===== src/rtl/prog_counter_stack.sv =====
// ---------------------------------------------------------------------------
// prog_counter_stack
//
// Program counter with an integrated return-address stack. It drives the
// program memory fetch address straight from a register and supports jump,
// increment, clear, subroutine call (push PC+1) and return (pop into PC).
// Overflowing calls and underflowing returns are suppressed and latch a
// sticky error flag.
//
// Parameters:
//   ADDR_W     - width of the PC, jump target and stack entries
//   DEPTH      - number of return-address entries (>= 1)
//   RESET_ADDR - PC value after rst or clear_PC
//
// Ports:
//   clk         - clock, all state updates on the rising edge
//   rst         - asynchronous active-high reset
//   ce          - clock enable; low holds all state
//   clear_PC    - PC to RESET_ADDR, stack emptied, stack_err cleared
//   ret_PC      - PC to top of stack, pop
//   call_PC     - push PC+1, PC to ADR_IN
//   load_PC     - PC to ADR_IN
//   enable_PC   - PC to PC+1
//   ADR_IN      - jump / call target
//   ADR_OUT     - current PC (registered)
//   SP_OUT      - number of valid stack entries
//   stack_full  - SP_OUT == DEPTH
//   stack_empty - SP_OUT == 0
//   stack_err   - sticky overflow/underflow flag
// ---------------------------------------------------------------------------
module prog_counter_stack #(
  parameter int ADDR_W     = 6,
  parameter int DEPTH      = 4,
  parameter int RESET_ADDR = 0,
  localparam int SP_W      = $clog2(DEPTH + 1)
) (
  input  logic              clk,
  input  logic              rst,
  input  logic              ce,
  input  logic              clear_PC,
  input  logic              load_PC,
  input  logic              enable_PC,
  input  logic              call_PC,
  input  logic              ret_PC,
  input  logic [ADDR_W-1:0] ADR_IN,
  output logic [ADDR_W-1:0] ADR_OUT,
  output logic [SP_W-1:0]   SP_OUT,
  output logic              stack_full,
  output logic              stack_empty,
  output logic              stack_err
);

  logic [ADDR_W-1:0] pc_reg, pc_next;
  logic [SP_W-1:0]   sp_reg, sp_next;
  logic              err_reg, err_next;
  logic              push_en;
  logic [ADDR_W-1:0] pc_inc;
  logic [ADDR_W-1:0] top_entry;
  logic [DEPTH-1:0]  wr_sel;

  // Return-address storage; no reset needed since entries at or above SP
  // are never observable.
  logic [ADDR_W-1:0] entry_reg [DEPTH];

  // Flags come from the SP register only, never from the command inputs.
  assign stack_full  = (sp_reg == SP_W'(DEPTH));
  assign stack_empty = (sp_reg == '0);

  assign ADR_OUT   = pc_reg;
  assign SP_OUT    = sp_reg;
  assign stack_err = err_reg;

  // Natural wrap modulo 2^ADDR_W; the same value is pushed on a call, so a
  // call from all-ones pushes zero.
  assign pc_inc = pc_reg + ADDR_W'(1);

  // Top-of-stack is entry[SP-1]; decoded by compare so the index never
  // needs to be narrowed to the array bounds.
  always_comb begin
    top_entry = '0;
    for (int i = 0; i < DEPTH; i++) begin
      if (sp_reg == SP_W'(i + 1)) begin
        top_entry = entry_reg[i];
      end
    end
  end

  // Command decode with fixed priority clear > ret > call > load > enable.
  always_comb begin
    pc_next  = pc_reg;
    sp_next  = sp_reg;
    err_next = err_reg;
    push_en  = 1'b0;
    if (ce) begin
      if (clear_PC) begin
        pc_next  = ADDR_W'(RESET_ADDR);
        sp_next  = '0;
        err_next = 1'b0;
      end else if (ret_PC) begin
        if (stack_empty) begin
          err_next = 1'b1;
        end else begin
          pc_next = top_entry;
          sp_next = sp_reg - SP_W'(1);
        end
      end else if (call_PC) begin
        // A call that would overflow is dropped entirely, jump included.
        if (stack_full) begin
          err_next = 1'b1;
        end else begin
          push_en = 1'b1;
          sp_next = sp_reg + SP_W'(1);
          pc_next = ADR_IN;
        end
      end else if (load_PC) begin
        pc_next = ADR_IN;
      end else if (enable_PC) begin
        pc_next = pc_inc;
      end
    end
  end

  always_ff @(posedge clk or posedge rst) begin
    if (rst) begin
      pc_reg  <= ADDR_W'(RESET_ADDR);
      sp_reg  <= '0;
      err_reg <= 1'b0;
    end else begin
      pc_reg  <= pc_next;
      sp_reg  <= sp_next;
      err_reg <= err_next;
    end
  end

  // One-hot write select: the push lands in entry[SP].
  genvar gi;
  generate
    for (gi = 0; gi < DEPTH; gi++) begin : g_wr_sel
      assign wr_sel[gi] = push_en && (sp_reg == SP_W'(gi));
    end
  endgenerate

  always_ff @(posedge clk) begin
    for (int i = 0; i < DEPTH; i++) begin
      if (wr_sel[i]) begin
        entry_reg[i] <= pc_inc;
      end
    end
  end

endmodule


===== config.mk =====
export PLATFORM = sky130hd
export DESIGN_NAME = prog_counter_stack
export DESIGN_NICKNAME = d
export VERILOG_FILES = /design/src/rtl/prog_counter_stack.sv
export SDC_FILE = /design/constraint.sdc
export NUM_CORES = 1
export LEC_CHECK = 0
export ABC_CLOCK_PERIOD_IN_PS = 4300
export CORE_MARGIN = 2
export CORE_UTILIZATION = 58
export DETAILED_ROUTE_END_ITERATION = 10
export GPL_ROUTABILITY_DRIVEN = 0
export GPL_TIMING_DRIVEN = 1
export HOLD_SLACK_MARGIN = 0.02
export PLACE_DENSITY = 0.84
export SLEW_MARGIN = 5
export SYNTH_ARGS = -nofsm -noshare
export SYNTH_HDL_FRONTEND = slang
export SYNTH_SLANG_ARGS = --single-unit
export TNS_END_PERCENT = 50

===== constraint.sdc =====
create_clock -name clk -period 4.3 [get_ports clk]
set_input_delay 0.645 -clock clk [delete_from_list [all_inputs] [get_ports clk]]
set_output_delay 0.645 -clock clk [all_outputs]
set_load 0.01 [all_outputs]

==> results of run 1 <==
==> logic make-up (layout without fill, tap and decap cells) <==
group / count (synthesis) / after routing / share of synthesized area
flops: 34 / 34 / 0.539
mux: 4 / 4 / 0.0264
compound gates: 39 / 39 / 0.173
buf+inv: 13 / 40 / 0.0299
xor+xnor: 5 / 5 / 0.0243
simple gates: 48 / 48 / 0.159
fa+ha+maj: 7 / 7 / 0.0486
==> layout make-up <==
class | instances | area [um2]
inverter | 7 | 26.3
sequential | 34 | 971
multi-input combinational | 103 | 777
clock inverter | 3 | 45.0
tap | 33 | 41.3
timing repair buffer | 25 | 250
clock buffer | 5 | 37.5
fill | 216 | 855
==> placed cells by master, fill, tap and decap left out, types with 2 or more instances in the layout <==
cell	n
a211oi_1	2
a21oi_1	3
a222oi_1	2
a31oi_1	4
and2_1	5
clkbuf_4	5
clkdlybuf4s50_1	25
clkinvlp_4	2
dfrtp_1	10
edfxtp_1	24
ha_1	7
inv_1	7
mux2_2	2
nand2_1	11
nand2b_1	2
nand3_1	5
nor2_1	9
nor2_2	2
nor2b_1	4
o21ai_0	8
o221a_2	3
o22ai_1	2
o32a_1	3
or2_1	2
xnor2_1	3
xor2_1	2
==> metal layers <==
| metal | vias to the layer above | GRT usage | part of all wire |
|---|---|---|---|
| met2 | 46 | 0.416 | 0.51 |
| met4 | 0 | 0.111 | 0.018 |
| li1 | 620 | - | - |
| met3 | 9 | 0.0693 | 0.059 |
| met5 | - | 0 | 0 |
| met1 | 659 | 0.308 | 0.41 |
==> worst max-delay path: cells and delay by family, from the launching register on <==
family / cells / cell delay [ns]
buffers and inverters: 3 / 0.84
adder cells (fa/ha/maj): 1 / 0.41
flip-flops: 1 / 0.45
AND/OR/NAND/NOR: 1 / 0.26
==> final timing paths <==
check	startpoint	endpoint	slack, ns	depth (start not counted)
min reg2reg	stack_err$_DFFE_PP0P_	stack_err$_DFFE_PP0P_	0.52	2
max	SP_OUT[0]$_DFFE_PP0P_	stack_full	1.35	5
min in group asynchronous	rst	stack_err$_DFFE_PP0P_	0.57	2
max reg2reg	SP_OUT[2]$_DFFE_PP0P_	entry_reg[3][3]$_DFFE_PP_	1.47	4
max in group asynchronous	rst	SP_OUT[0]$_DFFE_PP0P_	3.43	2
min	stack_err$_DFFE_PP0P_	stack_err$_DFFE_PP0P_	0.52	2
==> cell usage after synthesis (all sizes together), types with 3 or more instances <==
cell,count
a21oi,3
a31oi,4
and2,5
buf,4
dfrtp,10
edfxtp,24
ha,7
inv,7
mux2,3
nand2,11
nand3,5
nor2,11
nor2b,4
o21ai,9
o221a,4
o32a,3
xnor2,3
==> where the power goes <==
| part | switching [mW] | internal [mW] |
|---|---|---|
| Clock | 0.119 | 0.122 |
| Sequential | 0.0735 | 0.443 |
| Combinational | 0.281 | 0.254 |
| Total | 0.474 | 0.818 |
==> stage by stage <==
stage / cell area [um2] / hold WS, ns / utilization / instances
after floorplan: 1800 / 0.485 / - / 150
after global placement: 2070 / 0.483 / 0.688 / 202
after detailed placement: 2070 / 0.493 / 0.688 / 202
after CTS: 2150 / 0.518 / 0.715 / 210
after global routing: 2150 / 0.566 / 0.715 / 210
final: 2150 / 0.520 / 0.715 / 210
==> results.json, run 1 <==
{
  "postCtsSetupRepairBufs": 0,
  "mean_routed_wirelength_per_cell_um": 19.2,
  "synth_ff_type": "edfxtp_1",
  "finClkSkew_ns": 0.00834,
  "layout.nets": 197,
  "gr-usage-all-layers": 0.252,
  "maxClockFrequency_ghz": 0.338,
  "yosysWarnings": 0,
  "worst_ep_arrival_time_ns": 2.31,
  "floorplan.die_area_mm2": 0.00357,
  "max_cap_viol_count": 0,
  "peakVddDrop_mv": 0.289,
  "timing_worst_setup_path_type": "reg -> out",
  "cp_data_required_time_ns": 3.65,
  "first_pass_grt_wire_length_um": 6270,
  "tritoncts": "done",
  "first_global_vias": 1271,
  "clock_slew_at_reported_path_ffs_ns": 0.12,
  "place.port_buffers": 25,
  "post_synth.cell_area_avg_um2": 12.0,
  "num_antenna_cells": 0,
  "run_status": "finished clean",
  "count_of_final_max_slew_check_failures": 0,
  "placement.setup.worst_slack_ns": 1.27,
  "critical_path.max_stage_delay_ns": 0.55,
  "detail_route.vias_per_cell": 6.35,
  "setup_tns_ns": 0,
  "synthesis.instances": 150,
  "fp.dieH_um": 59.7,
  "postRouteWirelength_um": 4030,
  "io_pins": 26,
  "final.min_clock_period_ns": 2.95,
  "grt_start_max_net_pins": 16,
  "portion_of_the_post_synthesis_area_used_by_sequential_elements": 0.539,
  "cp_max_fo": 10,
  "setup_violations": 0,
  "power_per_cell_area_mw_per_mm2": 601,
  "synth_top_cells_by_area": "edfxtp_1 (40%), dfrtp_1 (14%), ha_1 (4.9%), nand2_1 (2.3%), o21ai_0 (2.2%)",
  "rows": 20,
  "finalPower_mw": 1.29,
  "cts.sink_count": 34,
  "insertion_delay_ns": 0.35,
  "synth_seq_cells": 34,
  "clock_path_buffers": 2,
  "timing.critical_path.mode_cell": "inv_1",
  "post_synth_edffs": 24,
  "clockRootBuffer": "clkbuf_4",
  "max_reg_flops": 24,
  "floorplan.die.width_um": 59.7,
  "cts.htree.levels": 2,
  "synth_area_mm2": 0.00180,
  "fraction_of_final_layout_cells_sized_beyond_drive_strength_1": 0.113,
  "vias_post_dr": 1334,
  "antenna_left": 0,
  "start_util": 0.600,
  "maxSlewHeadroom": 0.189,
  "timing.critical_path.cells": "inv_1 > ha_1 > nand2_1 > inv_1 > clkdlybuf4s50_1",
  "synth_nets": 171,
  "hold_path.class": "reg -> reg",
  "drc": 0,
  "cp_slowest_cell": "clkdlybuf4s50_1",
  "cts_hold_buffers": 0,
  "worstSetupEndpointType": "output pin",
  "tightest_slew_ns": 1.20,
  "worst_slack_ns": 1.35,
  "grt_antenna_before_repair": 0,
  "areaGrowthSynthToFinish_pct": 19.2,
  "final_worst_path_period_share": 0.687,
  "postSynth.asyncResetShare": 0.294,
  "synth.distinct_cells": 47,
  "cts_made_buffers": 5,
  "detail_route.iter0.violations": 77,
  "yosys.area.top_type": "edfxtp_1",
  "timing.final.hold_violations": 0,
  "drt-pass1-iter-count": 4,
  "grt_remaining_overflow": 0,
  "leakagePower_nw": 0.785,
  "placeableCoreArea_mm2": 0.00300,
  "startpoint_type_of_the_worst_setup_path": "register",
  "netlist.area_leader.share": 0.400,
  "cts.repair.resized": 0,
  "rsz0062_at_grt": "false",
  "detailedPlacementHpwl_um": 2940
}
No activity file was read; power rests on OpenSTA's default activity.
==> run 2: changes to the inputs <==
--- a/config.mk
+++ b/config.mk
@@ -5,14 +5,14 @@
 export SDC_FILE = /design/constraint.sdc
 export NUM_CORES = 1
 export LEC_CHECK = 0
-export ABC_CLOCK_PERIOD_IN_PS = 4300
+export ABC_CLOCK_PERIOD_IN_PS = 2600
 export CORE_MARGIN = 2
-export CORE_UTILIZATION = 58
+export CORE_UTILIZATION = 48
 export DETAILED_ROUTE_END_ITERATION = 10
 export GPL_ROUTABILITY_DRIVEN = 0
 export GPL_TIMING_DRIVEN = 1
 export HOLD_SLACK_MARGIN = 0.02
-export PLACE_DENSITY = 0.84
+export PLACE_DENSITY = 0.75
 export SLEW_MARGIN = 5
 export SYNTH_ARGS = -nofsm -noshare
 export SYNTH_HDL_FRONTEND = slang
==> constraint.sdc (replaced) <==
create_clock -name clk -period 2.6 [get_ports clk]
set_input_delay 0.39 -clock clk [delete_from_list [all_inputs] [get_ports clk]]
set_output_delay 0.39 -clock clk [all_outputs]
set_load 0.01 [all_outputs]
==> results.json, run 2 (same netlist as run 1, synthesis figures left out) <==
{
  "detail_route.iter0.violations": 79,
  "cp_data_required_time_ns": 2.21,
  "maxClockFrequency_ghz": 0.417,
  "max_cap_viol_count": 0,
  "leakagePower_nw": 0.820,
  "timing.final.hold_violations": 0,
  "io_pins": 26,
  "p_clk_frac": 0.209,
  "layout.nets": 201,
  "finClkSkew_ns": 0.00949,
  "layout_common_cells": "clkdlybuf4s50_1 (25), edfxtp_1 (24), nand2_1 (11), dfrtp_1 (10), nor2_1 (9)",
  "cts_made_buffers": 5,
  "clock_path_buffers": 2,
  "areaGrowthSynthToFinish_pct": 23.3,
  "cts_hold_buffers": 0,
  "power.share.switching": 0.343,
  "whs_ns": 0.407,
  "mean_routed_wirelength_per_cell_um": 17.1,
  "seqPwrFrac": 0.372,
  "setup_tns_ns": 0,
  "grt_remaining_overflow": 0,
  "fraction_of_power_consumed_by_combinational_cells": 0.418,
  "fill_cells": 309,
  "cts.sink_count": 34,
  "place.port_buffers": 25,
  "antenna_left": 0,
  "final.min_clock_period_ns": 2.40,
  "run_status": "finished clean",
  "hold_path.class": "in -> async",
  "cp_max_fo": 10,
  "detailedPlacementHpwl_um": 2960,
  "clock_slew_at_reported_path_ffs_ns": 0.07,
  "power_per_cell_area_mw_per_mm2": 995,
  "postRouteWirelength_um": 3930,
  "timing_worst_setup_path_type": "reg -> out",
  "fp.dieH_um": 65.3,
  "first_pass_grt_wire_length_um": 6500,
  "startpoint_type_of_the_worst_setup_path": "register",
  "tightest_slew_ns": 0.454,
  "postCtsSetupRepairBufs": 0,
  "floorplan.die_area_mm2": 0.00426,
  "start_util": 0.496,
  "maxSlewHeadroom": 0.695,
  "placeableCoreArea_mm2": 0.00363,
  "peakVddDrop_mv": 0.578,
  "final_worst_path_period_share": 0.922,
  "power.net_switching_mw": 0.757,
  "rows": 22,
  "intPower_mw": 1.45,
  "tritoncts": "done",
  "rsz0062_at_grt": "false",
  "worst_ep_arrival_time_ns": 2.01,
  "detail_route.vias_per_cell": 5.75,
  "worstSetupEndpointType": "output pin",
  "drc": 0,
  "max_reg_flops": 24,
  "cts.htree.levels": 2,
  "gr-usage-all-layers": 0.205,
  "cts.repair.resized": 0,
  "drt-pass1-iter-count": 4,
  "grt_antenna_before_repair": 0,
  "num_antenna_cells": 0,
  "grt_start_max_net_pins": 15,
  "floorplan.die.width_um": 65.3,
  "final_common_cell": "clkdlybuf4s50_1",
  "first_global_vias": 1363,
  "insertion_delay_ns": 0.29,
  "count_of_final_max_slew_check_failures": 0,
  "vias_post_dr": 1316,
  "setup_violations": 0,
  "clockRootBuffer": "clkbuf_8",
  "fraction_of_final_layout_cells_sized_beyond_drive_strength_1": 0.122
}
[run 2: changes by cell type in the layout (fill, tap and decap cells not counted)]
cell / before / now
clkbuf_4: 5 / 0
clkbuf_8: 0 / 5
buf_4: 0 / 4
clkinvlp_4: 2 / 0
clkbuf_1: 0 / 1
clkinv_1: 0 / 1
[run 2: final cells by class]
type	count	area (um2)	area share
tap	48	60.1	0.0270
inverter	7	26.3	0.0118
clock inverter	2	33.8	0.0152
sequential	34	971	0.437
multi-input combinational	103	777	0.350
clock buffer	6	72.6	0.0327
timing repair buffer	29	280	0.126
[run 2: critical path, cell delays in order (launching register included)]
cell and delay [ns]:
dfrtp_1 0.44, inv_1 0.12, ha_1 0.40, nand2_1 0.13
inv_1 0.11, clkdlybuf4s50_1 0.54
[run 2: worst paths after layout]
check | cells past startpoint | to | slack, ns | from
setup / recovery | 5 | stack_full | 0.20 | SP_OUT[0]$_DFFE_PP0P_
hold / removal | 2 | SP_OUT[1]$_DFFE_PP0P_ | 0.41 | rst
setup reg to reg | 6 | ADR_OUT[1]$_DFFE_PP0P_ | 0.48 | SP_OUT[0]$_DFFE_PP0P_
hold reg to reg | 2 | stack_err$_DFFE_PP0P_ | 0.53 | stack_err$_DFFE_PP0P_
max in group asynchronous | 2 | ADR_OUT[0]$_DFFE_PP0P_ | 1.88 | rst
min in group clk | 2 | stack_err$_DFFE_PP0P_ | 0.53 | stack_err$_DFFE_PP0P_
[run 2: metrics by stage]
step	cell area (um2)	power [mW]	instances	setup WS [ns]	utilization
floorplan	1800	1.37	150	0.199	-
global placement	2110	1.74	221	0.366	0.582
detailed placement	2110	1.76	221	0.324	0.582
CTS	2220	2.23	229	0.194	0.611
global route	2220	2.35	229	0.0332	0.611
finish	2220	2.21	229	0.203	0.611
[run 2: metal layers]
metal,vias up,GRT usage,part of all wire
met5,-,0,0
met4,0,0.0781,0.013
met3,8,0.0531,0.049
met2,39,0.346,0.50
met1,638,0.253,0.44
li1,631,-,-
[run 2: power by group through the flow]
stage	registers, mW	logic [mW]	clock network, mW
final	0.822	0.925	0.463
after global routing	0.833	1.02	0.498
after CTS	0.822	0.933	0.472
after detailed placement	0.833	0.926	0
after global placement	0.825	0.910	0
after floorplan	0.860	0.509	0
